===== src/rtl/mem_bus_arbiter_if.sv =====
// mem_bus_arbiter_if
// Shared SRAM-like bus between the arbiter and the SoC bus bridge.
//   m_req/m_wr/m_size/m_addr/m_wdata : request fields driven by the arbiter
//   m_addr_ok/m_data_ok/m_rdata      : responses driven by the bus bridge
// Modports:
//   master : arbiter side (drives the request fields)
//   slave  : bridge side (drives the responses)
interface mem_bus_arbiter_if #(
  parameter int ADDR_W = 32,
  parameter int DATA_W = 32
);
  logic              m_req;
  logic              m_wr;
  logic [1:0]        m_size;
  logic [ADDR_W-1:0] m_addr;
  logic [DATA_W-1:0] m_wdata;
  logic              m_addr_ok;
  logic              m_data_ok;
  logic [DATA_W-1:0] m_rdata;

  modport master (
    output m_req, m_wr, m_size, m_addr, m_wdata,
    input  m_addr_ok, m_data_ok, m_rdata
  );

  modport slave (
    input  m_req, m_wr, m_size, m_addr, m_wdata,
    output m_addr_ok, m_data_ok, m_rdata
  );
endinterface


===== src/rtl/mem_bus_arbiter.sv =====
// mem_bus_arbiter
// Shares one SRAM-like bus master port between the instruction-fetch
// requester (read-only) and the data-memory requester (load/store).
// One transaction is outstanding at a time; grant and bus request fields
// are registered, so requester inputs never reach m_* combinationally.
// Ports:
//   clk, resetn                  : clock, asynchronous active-low reset
//   i_req/i_addr                 : fetch request (held until i_addr_ok)
//   i_addr_ok/i_data_ok/i_rdata  : fetch responses (1-cycle pulses)
//   d_req/d_wr/d_size/d_addr/d_wdata : data request (held until d_addr_ok)
//   d_addr_ok/d_data_ok/d_rdata  : data responses (1-cycle pulses)
//   m_bus                        : bus master port (mem_bus_arbiter_if.master)
//   busy                         : transaction in flight
// Build option:
//   BUS_ARB_RR_EN : round-robin on ties (otherwise data beats inst).
module mem_bus_arbiter #(
  parameter int ADDR_W = 32,
  parameter int DATA_W = 32
) (
  input  logic                clk,
  input  logic                resetn,
  input  logic                i_req,
  input  logic [ADDR_W-1:0]   i_addr,
  output logic                i_addr_ok,
  output logic                i_data_ok,
  output logic [DATA_W-1:0]   i_rdata,
  input  logic                d_req,
  input  logic                d_wr,
  input  logic [1:0]          d_size,
  input  logic [ADDR_W-1:0]   d_addr,
  input  logic [DATA_W-1:0]   d_wdata,
  output logic                d_addr_ok,
  output logic                d_data_ok,
  output logic [DATA_W-1:0]   d_rdata,
  mem_bus_arbiter_if.master   m_bus,
  output logic                busy
);

  localparam logic OWN_INST = 1'b0;
  localparam logic OWN_DATA = 1'b1;

  typedef enum logic [1:0] {
    IDLE = 2'd0,
    ADDR = 2'd1,
    DATA = 2'd2
  } state_t;

  state_t            state_reg, state_next;
  logic              owner_reg, owner_next;
  logic              wr_reg, wr_next;
  logic [1:0]        size_reg, size_next;
  logic [ADDR_W-1:0] addr_reg, addr_next;
  logic [DATA_W-1:0] wdata_reg, wdata_next;
`ifdef BUS_ARB_RR_EN
  logic              last_owner_reg, last_owner_next;
`endif

  logic grant_data;
  logic addr_hs;
  logic data_hs;

  // Winner selection, only consulted in IDLE.
  always_comb begin
`ifdef BUS_ARB_RR_EN
    if (i_req && d_req) begin
      grant_data = (last_owner_reg == OWN_INST);
    end else begin
      grant_data = d_req;
    end
`else
    grant_data = d_req;
`endif
  end

  // Data response only counts in DATA, or in ADDR when it arrives together
  // with the address acceptance; anywhere else it is stray and ignored.
  assign addr_hs = (state_reg == ADDR) && m_bus.m_addr_ok;
  assign data_hs = ((state_reg == DATA) || addr_hs) && m_bus.m_data_ok;

  always_ff @(posedge clk or negedge resetn) begin
    if (!resetn) begin
      state_reg      <= IDLE;
      owner_reg      <= OWN_INST;
      wr_reg         <= 1'b0;
      size_reg       <= 2'd0;
      addr_reg       <= '0;
      wdata_reg      <= '0;
`ifdef BUS_ARB_RR_EN
      last_owner_reg <= OWN_INST;
`endif
    end else begin
      state_reg      <= state_next;
      owner_reg      <= owner_next;
      wr_reg         <= wr_next;
      size_reg       <= size_next;
      addr_reg       <= addr_next;
      wdata_reg      <= wdata_next;
`ifdef BUS_ARB_RR_EN
      last_owner_reg <= last_owner_next;
`endif
    end
  end

  always_comb begin
    state_next      = state_reg;
    owner_next      = owner_reg;
    wr_next         = wr_reg;
    size_next       = size_reg;
    addr_next       = addr_reg;
    wdata_next      = wdata_reg;
`ifdef BUS_ARB_RR_EN
    last_owner_next = last_owner_reg;
`endif
    case (state_reg)
      IDLE: begin
        if (i_req || d_req) begin
          state_next = ADDR;
          if (grant_data) begin
            owner_next = OWN_DATA;
            wr_next    = d_wr;
            size_next  = d_size;
            addr_next  = d_addr;
            wdata_next = d_wdata;
          end else begin
            owner_next = OWN_INST;
            wr_next    = 1'b0;
            size_next  = 2'd2;
            addr_next  = i_addr;
            wdata_next = '0;
          end
        end
      end
      ADDR: begin
        if (addr_hs) begin
          state_next = data_hs ? IDLE : DATA;
`ifdef BUS_ARB_RR_EN
          if (data_hs) last_owner_next = owner_reg;
`endif
        end
      end
      DATA: begin
        if (data_hs) begin
          state_next = IDLE;
`ifdef BUS_ARB_RR_EN
          last_owner_next = owner_reg;
`endif
        end
      end
      default: state_next = IDLE;
    endcase
  end

  // m_req is a decode of the registered state, so it rises the cycle after
  // the grant and falls the cycle after m_addr_ok.
  assign m_bus.m_req   = (state_reg == ADDR);
  assign m_bus.m_wr    = wr_reg;
  assign m_bus.m_size  = size_reg;
  assign m_bus.m_addr  = addr_reg;
  assign m_bus.m_wdata = wdata_reg;

  assign i_addr_ok = addr_hs && (owner_reg == OWN_INST);
  assign d_addr_ok = addr_hs && (owner_reg == OWN_DATA);
  assign i_data_ok = data_hs && (owner_reg == OWN_INST);
  assign d_data_ok = data_hs && (owner_reg == OWN_DATA);
  assign i_rdata   = i_data_ok ? m_bus.m_rdata : '0;
  assign d_rdata   = d_data_ok ? m_bus.m_rdata : '0;
  assign busy      = (state_reg != IDLE);

endmodule


===== src/flat_wrapper.sv =====
// flat-port wrapper written by rule: the top's interface ports become plain ports
module mem_bus_arbiter_flat 
#(
  parameter int ADDR_W = 32,
  parameter int DATA_W = 32
)
  (clk, resetn, i_req, i_addr, i_addr_ok, i_data_ok, i_rdata, d_req, d_wr, d_size, d_addr, d_wdata, d_addr_ok, d_data_ok, d_rdata, busy, m_bus_m_req, m_bus_m_wr, m_bus_m_size, m_bus_m_addr, m_bus_m_wdata, m_bus_m_addr_ok, m_bus_m_data_ok, m_bus_m_rdata);
  mem_bus_arbiter_if #(.ADDR_W(ADDR_W), .DATA_W(DATA_W)) m_bus_i ();
  input  logic clk;
  input  logic resetn;
  input  logic i_req;
  input  logic [ADDR_W-1:0] i_addr;
  output logic i_addr_ok;
  output logic i_data_ok;
  output logic [DATA_W-1:0] i_rdata;
  input  logic d_req;
  input  logic d_wr;
  input  logic [1:0] d_size;
  input  logic [ADDR_W-1:0] d_addr;
  input  logic [DATA_W-1:0] d_wdata;
  output logic d_addr_ok;
  output logic d_data_ok;
  output logic [DATA_W-1:0] d_rdata;
  output logic busy;
  output wire logic [$bits(m_bus_i.m_req)-1:0] m_bus_m_req;
  output wire logic [$bits(m_bus_i.m_wr)-1:0] m_bus_m_wr;
  output wire logic [$bits(m_bus_i.m_size)-1:0] m_bus_m_size;
  output wire logic [$bits(m_bus_i.m_addr)-1:0] m_bus_m_addr;
  output wire logic [$bits(m_bus_i.m_wdata)-1:0] m_bus_m_wdata;
  input wire logic [$bits(m_bus_i.m_addr_ok)-1:0] m_bus_m_addr_ok;
  input wire logic [$bits(m_bus_i.m_data_ok)-1:0] m_bus_m_data_ok;
  input wire logic [$bits(m_bus_i.m_rdata)-1:0] m_bus_m_rdata;
  assign m_bus_m_req = m_bus_i.m_req;
  assign m_bus_m_wr = m_bus_i.m_wr;
  assign m_bus_m_size = m_bus_i.m_size;
  assign m_bus_m_addr = m_bus_i.m_addr;
  assign m_bus_m_wdata = m_bus_i.m_wdata;
  assign m_bus_i.m_addr_ok = m_bus_m_addr_ok;
  assign m_bus_i.m_data_ok = m_bus_m_data_ok;
  assign m_bus_i.m_rdata = m_bus_m_rdata;
  mem_bus_arbiter #(.ADDR_W(ADDR_W), .DATA_W(DATA_W)) u_core (.clk(clk), .resetn(resetn), .i_req(i_req), .i_addr(i_addr), .i_addr_ok(i_addr_ok), .i_data_ok(i_data_ok), .i_rdata(i_rdata), .d_req(d_req), .d_wr(d_wr), .d_size(d_size), .d_addr(d_addr), .d_wdata(d_wdata), .d_addr_ok(d_addr_ok), .d_data_ok(d_data_ok), .d_rdata(d_rdata), .m_bus(m_bus_i), .busy(busy));
endmodule

===== config.mk =====
export PLATFORM = sky130hd
export DESIGN_NAME = mem_bus_arbiter_flat
export DESIGN_NICKNAME = d
export VERILOG_FILES = /design/src/rtl/mem_bus_arbiter_if.sv /design/src/rtl/mem_bus_arbiter.sv /design/src/flat_wrapper.sv
export SDC_FILE = /design/constraint.sdc
export NUM_CORES = 1
export LEC_CHECK = 0
export BUFFER_PORTS_ARGS = -buffer_cell sky130_fd_sc_hd__buf_4
export CAP_MARGIN = 20
export CORE_AREA = 4 4 105 107
export DETAILED_ROUTE_END_ITERATION = 7
export DIE_AREA = 0 0 109 111
export HOLD_SLACK_MARGIN = 0.08
export PLACE_DENSITY_LB_ADDON = 0.3
export REMOVE_ABC_BUFFERS = 1
export SYNTH_ARGS = -nofsm -noshare
export SYNTH_HDL_FRONTEND = slang
export SYNTH_SLANG_ARGS = --single-unit

===== constraint.sdc =====
create_clock -name clk -period 2.1 [get_ports clk]
set_input_delay 0.42 -clock clk [delete_from_list [all_inputs] [get_ports clk]]
set_output_delay 0.42 -clock clk [all_outputs]
set_load 0.02 [all_outputs]

==> impl_metrics.json <==
{
  "status": "complete, no violations",
  "ff2ff_setup_slack_ns": 0.63,
  "die_area_mm2": 0.01210,
  "fin_worst_skew_ns": 0.01346,
  "grt_use_met2": 0.3485,
  "required_ns": 1.68,
  "grt_pass1_wl_mm": 18.08,
  "avgSynthCellArea_um2": 11.57,
  "gp_congestion": 0.8441,
  "path_buf_inv": 2,
  "drt-initial-drc-count": 195,
  "grt_max_degree": 46,
  "yosysWarnings": 0,
  "r2r_cells": 5,
  "synth_ff_type": "dfrtp_1",
  "whs_path_depth": 2,
  "drtAntennaViolNets": 0,
  "hp-start": "d_wdata[20]",
  "tritoncts": "done",
  "period_share": 0.9685,
  "slowest_delay_ns": 0.42,
  "holdPathEnd": "u_core.m_bus.m_wdata[20]$_DFFE_PN0P_",
  "path_class": "reg -> out",
  "dpl.cell_count": 703,
  "syn_inst": 311,
  "wl_per_cell_um": 16.31,
  "yosys_register_bits": 70,
  "totalPowerFinal_mw": 7.485,
  "finalSetupViolCount": 0,
  "start_util": 0.3551,
  "power_frac_clock": 0.144,
  "p_seq_frac": 0.311,
  "diodes": 0,
  "tightest_slew_ns": 0.4418,
  "timing.hold.ws_ns": 0.2970,
  "hold_viol": 0,
  "slew_headroom": 0.7054,
  "ys_top_cells_by_count": "dfrtp_1 (70), nor2_1 (68), a22o_1 (34), mux2_2 (34), nand2_1 (32)",
  "htreeDepth": 3,
  "drc": 0,
  "yosys.area.top_type": "dfrtp_1",
  "synth_edf_count": 0,
  "synth_top_area_frac": 0.4866,
  "ys_seq_area_frac": 0.4866,
  "p_switching_mw": 2.994,
  "instances_no_fill": 722,
  "root_buffer": "clkbuf_8",
  "final_net_count": 718,
  "fmax_mhz": 491.7,
  "grt-ovfl-total": 0,
  "dp_slack_ns": 0.3305,
  "use_met3": 0.06989,
  "path_max_fanout": 33,
  "r2r_start": "u_core.state_reg[1]$_DFFE_PN0P_",
  "use_met1": 0.2001,
  "maxCapViolations": 0,
  "placed_area_mm2": 0.005747,
  "hold_path.class": "in -> reg",
  "die_w_um": 109,
  "r2r-end": "u_core.m_bus.m_wdata[4]$_DFFE_PN0P_",
  "drt-total-wl_mm": 11.78,
  "p_per_area_mw_per_mm2": 1250,
  "die_h_um": 111,
  "grt_most_used_layer": "met2",
  "port_buffers": 273,
  "synthArstFlopShare": 1.000,
  "peakVddDrop_mv": 0.5948,
  "vias": 3407,
  "end_kind": "primary output",
  "drtPass1Iterations": 4,
  "antenna_found_initial": 0,
  "post-synth-top-count-cell": "dfrtp_1",
  "start_kind": "register",
  "path_cells": "and2b_2 -> o21bai_4 -> buf_12 -> nor2_1 -> buf_4",
  "cts.clk_slew.worst_paths_ns": 0.09,
  "grt_pass1_vias": 3502,
  "leakage_nw": 3.136,
  "rsz0062_at_grt": "yes",
  "combPwrFrac": 0.544,
  "intPower_mw": 4.491,
  "utilization": 0.5906,
  "clk_latency_ns": 0.33,
  "crit_family": "flip-flops",
  "avgViaCountPerCell": 4.719,
  "setup_tns_ns": 0,
  "drive_gt1_frac": 0.6399,
  "core_area_mm2": 0.01014,
  "critPathSlowestCell": "dfrtp_1",
  "io_pins": 274,
  "yosysUniqueCellTypes": 22,
  "crit_arrival_ns": 1.61,
  "startpoint": "u_core.state_reg[0]$_DFFE_PN0P_",
  "slew_viol_final": 0,
  "period_needed_ns": 2.034,
  "syn_to_final_growth_pct": 66.35,
  "cts_buffer_depth": 2,
  "postLayoutSetupSlackWorst_ns": 0.06616,
  "ys_top_cells_by_area": "dfrtp_1 (49%), mux2_4 (13%), mux2_2 (11%), a22o_1 (8.3%), nor2_1 (7.1%)",
  "grt_use_total": 0.1906,
  "clock_sinks": 70,
  "sw_frac_of_total": 0.4000,
  "syn_area_mm2": 0.003600,
  "cts_made_buffers": 9,
  "rows": 37,
  "final_design_area_no_fill_mm2": 0.005988,
  "dp_hpwl_mm": 9.467
}
[routing by layer]
| layer | routed length [um] | part of all wire | up-vias |
|---|---|---|---|
| met2 | 6178 | 0.52 | 205 |
| met1 | 4026 | 0.34 | 1590 |
| li1 | - | - | 1598 |
| met4 | 160 | 0.014 | 0 |
| met5 | 0 | 0 | - |
| met3 | 1413 | 0.12 | 14 |
[power by group through the flow]
stage / combinational, mW / clock [mW] / sequential (mW)
2_1_floorplan: 1.42 / 0 / 3.05
3_3_place_gp: 4.04 / 0 / 2.32
3_5_place_dp: 4.10 / 0 / 2.35
4_1_cts: 4.12 / 1.12 / 2.34
5_1_grt: 4.34 / 1.18 / 2.41
6_report: 4.08 / 1.08 / 2.33
[layout by cell type, fill, tap and decap left out, drive strengths merged, types with 2 or more instances in the layout]
master and n:
dfrtp 70, and2 2, clkbuf 10, o21ai 3
mux2 64, inv 7, a22o 34, nand2 32
nor2b 2, nor2 69, clkinv 3, buf 283
[layout make-up]
cell class | instances | area [um^2]
multi-input cells | 211 | 1653
well taps | 136 | 170.2
clock inverters | 6 | 70.07
repair buffers | 284 | 2197
inverters | 5 | 18.77
clock buffers | 10 | 127.6
fillers | 848 | 4150
flip-flops and latches | 70 | 1752
[logic make-up (layout without fill, tap and decap cells)]
group,Yosys count,count (layout),synth area share
simple gates,107,107,0.1199
compound gates,40,40,0.1025
buf+inv,30,305,0.05943
flops,70,70,0.4866
mux,64,64,0.2315
[worst max-delay path by stage]
| stage | end | slack [ns] | cells past startpoint |
|---|---|---|---|
| floorplan | u_core.m_bus.m_addr[0]$_DFFE_PN0P_ | 0.13 | 2 |
| detailed placement | u_core.m_bus.m_addr[0]$_DFFE_PN0P_ | 0.33 | 4 |
| finish | i_rdata[20] | 0.07 | 5 |
| CTS | d_rdata[14] | 0.03 | 5 |
| global placement | d_rdata[23] | 0.35 | 6 |
| global route | d_rdata[14] | -0.007 | 5 |
[what timing repair did]
action                     4_1_cts  5_1_grt
gates resized for setup          0        8
setup buffers                    1        1
setup endpoints to repair        6       32
hold endpoints to repair        32        0
hold buffers                     1        0
[worst reg2reg max path: stages (launching register included)]
cell     delay [ns]
dfrtp_1        0.39
buf_4          0.15
nor2_4         0.14
and2_1         0.33
buf_12         0.23
a22o_1         0.18
(Power assumes the default switching activity.)
